`config.mk`:
```
export PLATFORM = sky130hd
export DESIGN_NAME = pokey_bus_bridge
export DESIGN_NICKNAME = d
export VERILOG_FILES = /design/src/rtl/pokey_bus_bridge.sv
export SDC_FILE = /design/constraint.sdc
export NUM_CORES = 1
export LEC_CHECK = 0
export BUFFER_PORTS_ARGS = -buffer_cell sky130_fd_sc_hd__buf_4
export CAP_MARGIN = 20
export CELL_PAD_IN_SITES_DETAIL_PLACEMENT = 0
export CELL_PAD_IN_SITES_GLOBAL_PLACEMENT = 1
export CORE_UTILIZATION = 47
export DETAILED_ROUTE_END_ITERATION = 6
export PLACE_DENSITY_LB_ADDON = 0.1
export SETUP_SLACK_MARGIN = 0.3
export SYNTH_ARGS = -nofsm -noshare
export SYNTH_HDL_FRONTEND = slang
export SYNTH_SLANG_ARGS = --single-unit
```
`constraint.sdc`:
```
create_clock -name clk -period 4.1 [get_ports clk]
set_input_delay 0.205 -clock clk [delete_from_list [all_inputs] [get_ports clk]]
set_output_delay 0.205 -clock clk [all_outputs]
set_load 0.005 [all_outputs]
```
`src/rtl/pokey_bus_bridge.sv`:
```
// Cartridge-bus front end for the POKEY core: captures CPU writes to the POKEY window,
// queues them, replays them as register-write strobes, and generates the 1.79 MHz enable tick.
package pokey_bus_bridge_pkg;
    typedef enum logic {
        ST_IDLE = 1'b0,
        ST_GAP  = 1'b1
    } drain_state_t;
endpackage

module pokey_bus_bridge
    import pokey_bus_bridge_pkg::*;
#(
    parameter logic [15:0] BASE_ADDR  = 16'h0450,
    parameter int unsigned TICK_NUM   = 1789773,
    parameter int unsigned TICK_DEN   = 27000000,
    parameter int unsigned FIFO_DEPTH = 4
) (
    input  logic                          clk,
    input  logic                          reset,
    input  logic                          bus_phi2,
    input  logic                          bus_rw,
    input  logic [15:0]                   bus_addr,
    input  logic [7:0]                    bus_data,
    output logic                          enable_179mhz,
    output logic [3:0]                    pokey_addr,
    output logic [7:0]                    pokey_din,
    output logic                          pokey_we,
    output logic [$clog2(FIFO_DEPTH):0]   fifo_level,
    output logic                          overflow
);
    localparam int unsigned PW = $clog2(FIFO_DEPTH);
    localparam int unsigned CW = PW + 1;
    localparam logic [26:0] NUM27 = 27'(TICK_NUM);
    localparam logic [26:0] DEN27 = 27'(TICK_DEN);

    logic          s1_r, s2_r, s3_r;
    logic          fall_s;
    logic [15:0]   hold_addr_r;
    logic [7:0]    hold_data_r;
    logic          hold_rw_r;
    logic          push_r;
    logic [3:0]    push_addr_r;
    logic [7:0]    push_data_r;

    logic [11:0]   mem_r [FIFO_DEPTH];
    logic [PW-1:0] wr_ptr_r, rd_ptr_r;
    logic [CW-1:0] count_r;
    logic          full_s, push_ok_s, pop_s;

    drain_state_t  state_r, state_nxt_s;

    logic [25:0]   acc_r;
    logic [26:0]   acc_sum_s;

    assign fall_s     = ~s2_r & s3_r;
    assign full_s     = (count_r == CW'(FIFO_DEPTH));
    assign push_ok_s  = push_r & (~full_s | pop_s);
    assign fifo_level = count_r;
    assign acc_sum_s  = {1'b0, acc_r} + NUM27;

    // PHI2 synchroniser, bus holding registers and registered capture decision
    always_ff @(posedge clk) begin
        if (reset) begin
            s1_r        <= 1'b0;
            s2_r        <= 1'b0;
            s3_r        <= 1'b0;
            hold_addr_r <= 16'h0000;
            hold_data_r <= 8'h00;
            hold_rw_r   <= 1'b0;
            push_r      <= 1'b0;
            push_addr_r <= 4'h0;
            push_data_r <= 8'h00;
        end else begin
            s1_r <= bus_phi2;
            s2_r <= s1_r;
            s3_r <= s2_r;
            // Pins are only trusted while PHI2 is high; the last high-phase value is kept
            if (s1_r) begin
                hold_addr_r <= bus_addr;
                hold_data_r <= bus_data;
                hold_rw_r   <= bus_rw;
            end
            push_r      <= fall_s & ~hold_rw_r & (hold_addr_r[15:4] == BASE_ADDR[15:4]);
            push_addr_r <= hold_addr_r[3:0];
            push_data_r <= hold_data_r;
        end
    end

    // Write queue storage, pointers, occupancy and sticky overflow flag
    always_ff @(posedge clk) begin
        if (reset) begin
            for (int i = 0; i < int'(FIFO_DEPTH); i++) begin
                mem_r[i] <= 12'h000;
            end
            wr_ptr_r <= PW'(0);
            rd_ptr_r <= PW'(0);
            count_r  <= CW'(0);
            overflow <= 1'b0;
        end else begin
            if (push_ok_s) begin
                mem_r[wr_ptr_r] <= {push_addr_r, push_data_r};
                wr_ptr_r        <= wr_ptr_r + PW'(1);
            end
            if (pop_s) begin
                rd_ptr_r <= rd_ptr_r + PW'(1);
            end
            case ({push_ok_s, pop_s})
                2'b10:   count_r <= count_r + CW'(1);
                2'b01:   count_r <= count_r - CW'(1);
                default: count_r <= count_r;
            endcase
            if (push_r & full_s & ~pop_s) begin
                overflow <= 1'b1;
            end
        end
    end

    // Drain FSM next-state: pop from IDLE, then one dead cycle in GAP
    always_comb begin
        state_nxt_s = state_r;
        pop_s       = 1'b0;
        case (state_r)
            ST_IDLE: begin
                if (count_r != CW'(0)) begin
                    pop_s       = 1'b1;
                    state_nxt_s = ST_GAP;
                end else begin
                    state_nxt_s = ST_IDLE;
                end
            end
            ST_GAP:  state_nxt_s = ST_IDLE;
            default: state_nxt_s = ST_IDLE;
        endcase
    end

    // Drain FSM state register and registered POKEY write port
    always_ff @(posedge clk) begin
        if (reset) begin
            state_r    <= ST_IDLE;
            pokey_we   <= 1'b0;
            pokey_addr <= 4'h0;
            pokey_din  <= 8'h00;
        end else begin
            state_r  <= state_nxt_s;
            pokey_we <= pop_s;
            if (pop_s) begin
                {pokey_addr, pokey_din} <= mem_r[rd_ptr_r];
            end
        end
    end

    // Fractional-rate tick: accumulator wraps by TICK_DEN and flags each wrap
    always_ff @(posedge clk) begin
        if (reset) begin
            acc_r         <= 26'd0;
            enable_179mhz <= 1'b0;
        end else if (acc_sum_s >= DEN27) begin
            acc_r         <= 26'(acc_sum_s - DEN27);
            enable_179mhz <= 1'b1;
        end else begin
            acc_r         <= acc_sum_s[25:0];
            enable_179mhz <= 1'b0;
        end
    end

endmodule

```
==> results.md <==
* Top-area cell type share of the netlist area at 28.19%
* Max cap viols at 0
* Clk pin slew, worst setup/hold paths at 0.06 ns
* Die area at 0.01391 sq mm
* Remaining DRCs at 0
* Flops & latches, synth at roughly 140
* Worst setup EP type: flip-flop
* Crit path launch type: flip-flop
* Initial antenna violation count at 0
* Period minus WS final at 3.448 ns
* Rel. slew slack at between 20 and 30%
* Largest area contributor in the netlist: dfxtp_1
* Area grow syn2layout at 16.77%
* Worst hold path startpoint: bus_data[6]
* Layout cells sized above 1 at 16.82%
* Crit path launch: acc_r[0]
* RSZ-0062 raised after global routing: false
* Vias at 4502
* Post-synthesis sequential area ratio at 51.00%
* CTS Buf Count at 17
* H-tree depth at 4
* Clock Skews at 0.006408 ns
* Drt first-iter violations at 299
* Crit path DAT at 3.79 ns
* Number of instances in the placed design at approximately 820
* Synth unique cells at 69
* Largest net degree at the start of global routing at 55
* Clock network power share at a little under a third
* Post-route setup slack at 0.6517 ns
* Comb power frac at 32.1%
* Main synth FF type: dfxtp_1
* NumNets Final at 690
* Setup TNS at 0 ns
* Switching share of power at about a third
* Pwr per Cell Area at ~660 mW/mm^2
* Commonest non-fill, non-tap cell in the layout: dfxtp_1
* Mapped Nets at between 600 and 700
* Int Pwr at between 3000 and 4000 uW
* Vias in the first global route at 4502
* Die Y at 118.0 um
* Worst IR Drop VDD at 0.2671 mV
* Number of enable flip-flop cells after synthesis at 48
* LEAKAGE at 0.002832 uW
* Maximum clock frequency at 290.0 MHz
* Initial core utilization at 47.91%
* Synthesized area per cell at 10.19 sq um
* Remaining global-route overflow at 0
* WL met1 at ~6400 um
* Pre-antenna DRT Iters at 4
* Reg power frac at between 30% and 40%
* Top Metal Used: met4
* Clock latency at the later pin of the worst-skew pair at 0.42 ns
* Diodes inserted at 0
* Worst reg2reg path startpoint: acc_r[0]
* TritonCTS Sinks at 137
* Hold WC Path Type: input port to flip-flop
* Row cnt at between 40 and 50
* Synth warn at 0
* Clock tree from TritonCTS: done
* Hold_ws at between 0.02 and 0.025 ns
* I/O pin count at 46
* Setup violations, final at 0
* RD Place Congestion at 0.8914
* Ys async rst share at 0%
* Gate Count Post-Synth at 620
* Crit path required time at 4.45 ns
* Fin util at 55.95%
* Fin crit share at 84.10%
* Mapped cell area at 0.006320 sq mm
* Met3 routed WL at 740 um
* Core Region at 0.01319 sq mm
* Crit path kind: flip-flop to flip-flop
* First-pass GRT wire length at 22400 um
* Max-slew violations at 0
* Final hold viol count at 0
* Clk buf depth at 2
* Post-CTS Setup Bufs at 0
* Fill count at roughly 1200
* Final non-filler cell total at about 850
* Post-detail-place hpwl at 8787 um
* Port Buffer Count at 45
* Synth area leaders: dfxtp_1, edfxtp_1, nor2_1, mux2i_1, mux4_2
* Die Width at 118.0 um
* GRT Resource Usage Total at 20.61%
* Status: finished clean
* Wire per inst at 15.52 um
* Most frequent cells in the layout: dfxtp_1, nor2_1, buf_4
* Worst Tran Pin Value at about 1.0 ns
* Psw at 1697 uW
* Placement Setup Slack at 0.6270 ns
* Vias per std cell at between 5 and 6
* WL final at 13170 um
* Root buffer cell: clkbuf_16
* Met2 WL at 5903 um
* DRT antenna net count at 0
* CP max FO at 17
cell type report:
type	count	area (sq um)	area share [%]
clock buffers	21	450.4	6.104
inverters	21	78.83	1.068
well taps	176	220.2	2.984
clock inverters	11	121.4	1.645
multi-input cells	425	2855	38.69
repair buffers	57	430.4	5.832
flip-flops and latches	137	3223	43.68
final timing paths:
check,to,slack (ns),cells past startpoint
max,acc_r[11],0.65,12
min,hold_data_r[6],0.02,3
max reg2reg,acc_r[11],0.65,12
min reg2reg,pokey_din[4],0.46,2
metal layers:
metal / global-route usage [%] / vias to the layer above
li1: - / 2269
met1: 28.60 / 2122
met2: 31.32 / 99
met3: 5.329 / 12
met4: 6.731 / 0
met5: 0 / -
through the flow:
step                area (sq um)  total power [uW]
floorplan                   6320              3012
global placement            6790              3391
detailed placement          6790              3424
CTS                         7372              4914
global route                7380              5194
finish                      7380              4879
worst max-delay path, stage by stage (launching register included):
cell and delay [ns]:
dfxtp_1 0.35, ha_1 0.25, nor3_1 0.14, buf_4 0.21
nor2_1 0.07, xnor2_1 0.23, ha_1 0.28, nand4_1 0.11
o41a_1 0.48, o311ai_4 0.39, a21boi_4 0.19, or4_1 0.54
a21oi_1 0.14
Yosys cell counts, types with 17 or more instances:
master and number:
a21oi_1 31, nor2_1 81, nand2_1 53, xnor2_1 17, nor2b_1 21, inv_1 21, mux2i_1 28, o21ai_0 23
clkbuf_1 19, edfxtp_1 48, and2_1 17, dfxtp_1 89, nor3_1 19
cell families after synthesis:
logic type / synth area share (%)
buffers and inverters: 3.940
AND/OR/NAND/NOR: 19.22
XOR/XNOR: 3.999
multiplexers: 9.068
flip-flops: 51.00
adder cells (fa/ha/maj): 0.7127
AO/OA/AOI/OAI: 12.06
registers in the layout, indices dropped and copies added (netlist names), 2 cells and up:
signal,count
wr_ptr_r,2
push_data_r,8
mem_r,48
hold_data_r,8
push_addr_r,4
pokey_addr,4
acc_r,26
hold_addr_r,16
fifo_level,3
pokey_din,8
rd_ptr_r,2
power by group through the flow:
stage | clock, uW | sequential [uW] | combinational (uW)
floorplan | 0 | 1720 | 1290
global placement | 0 | 1850 | 1540
detailed placement | 0 | 1860 | 1560
CTS | 1510 | 1840 | 1570
global route | 1570 | 1870 | 1750
finish | 1480 | 1830 | 1570
repair_timing:
action                                 4_1_cts  5_1_grt
endpoints found under the hold margin        1        0
hold buffers                                 1        0
resized for setup                            0        1
setup endpoints to repair                    0        1
(Power assumes the default switching activity.)
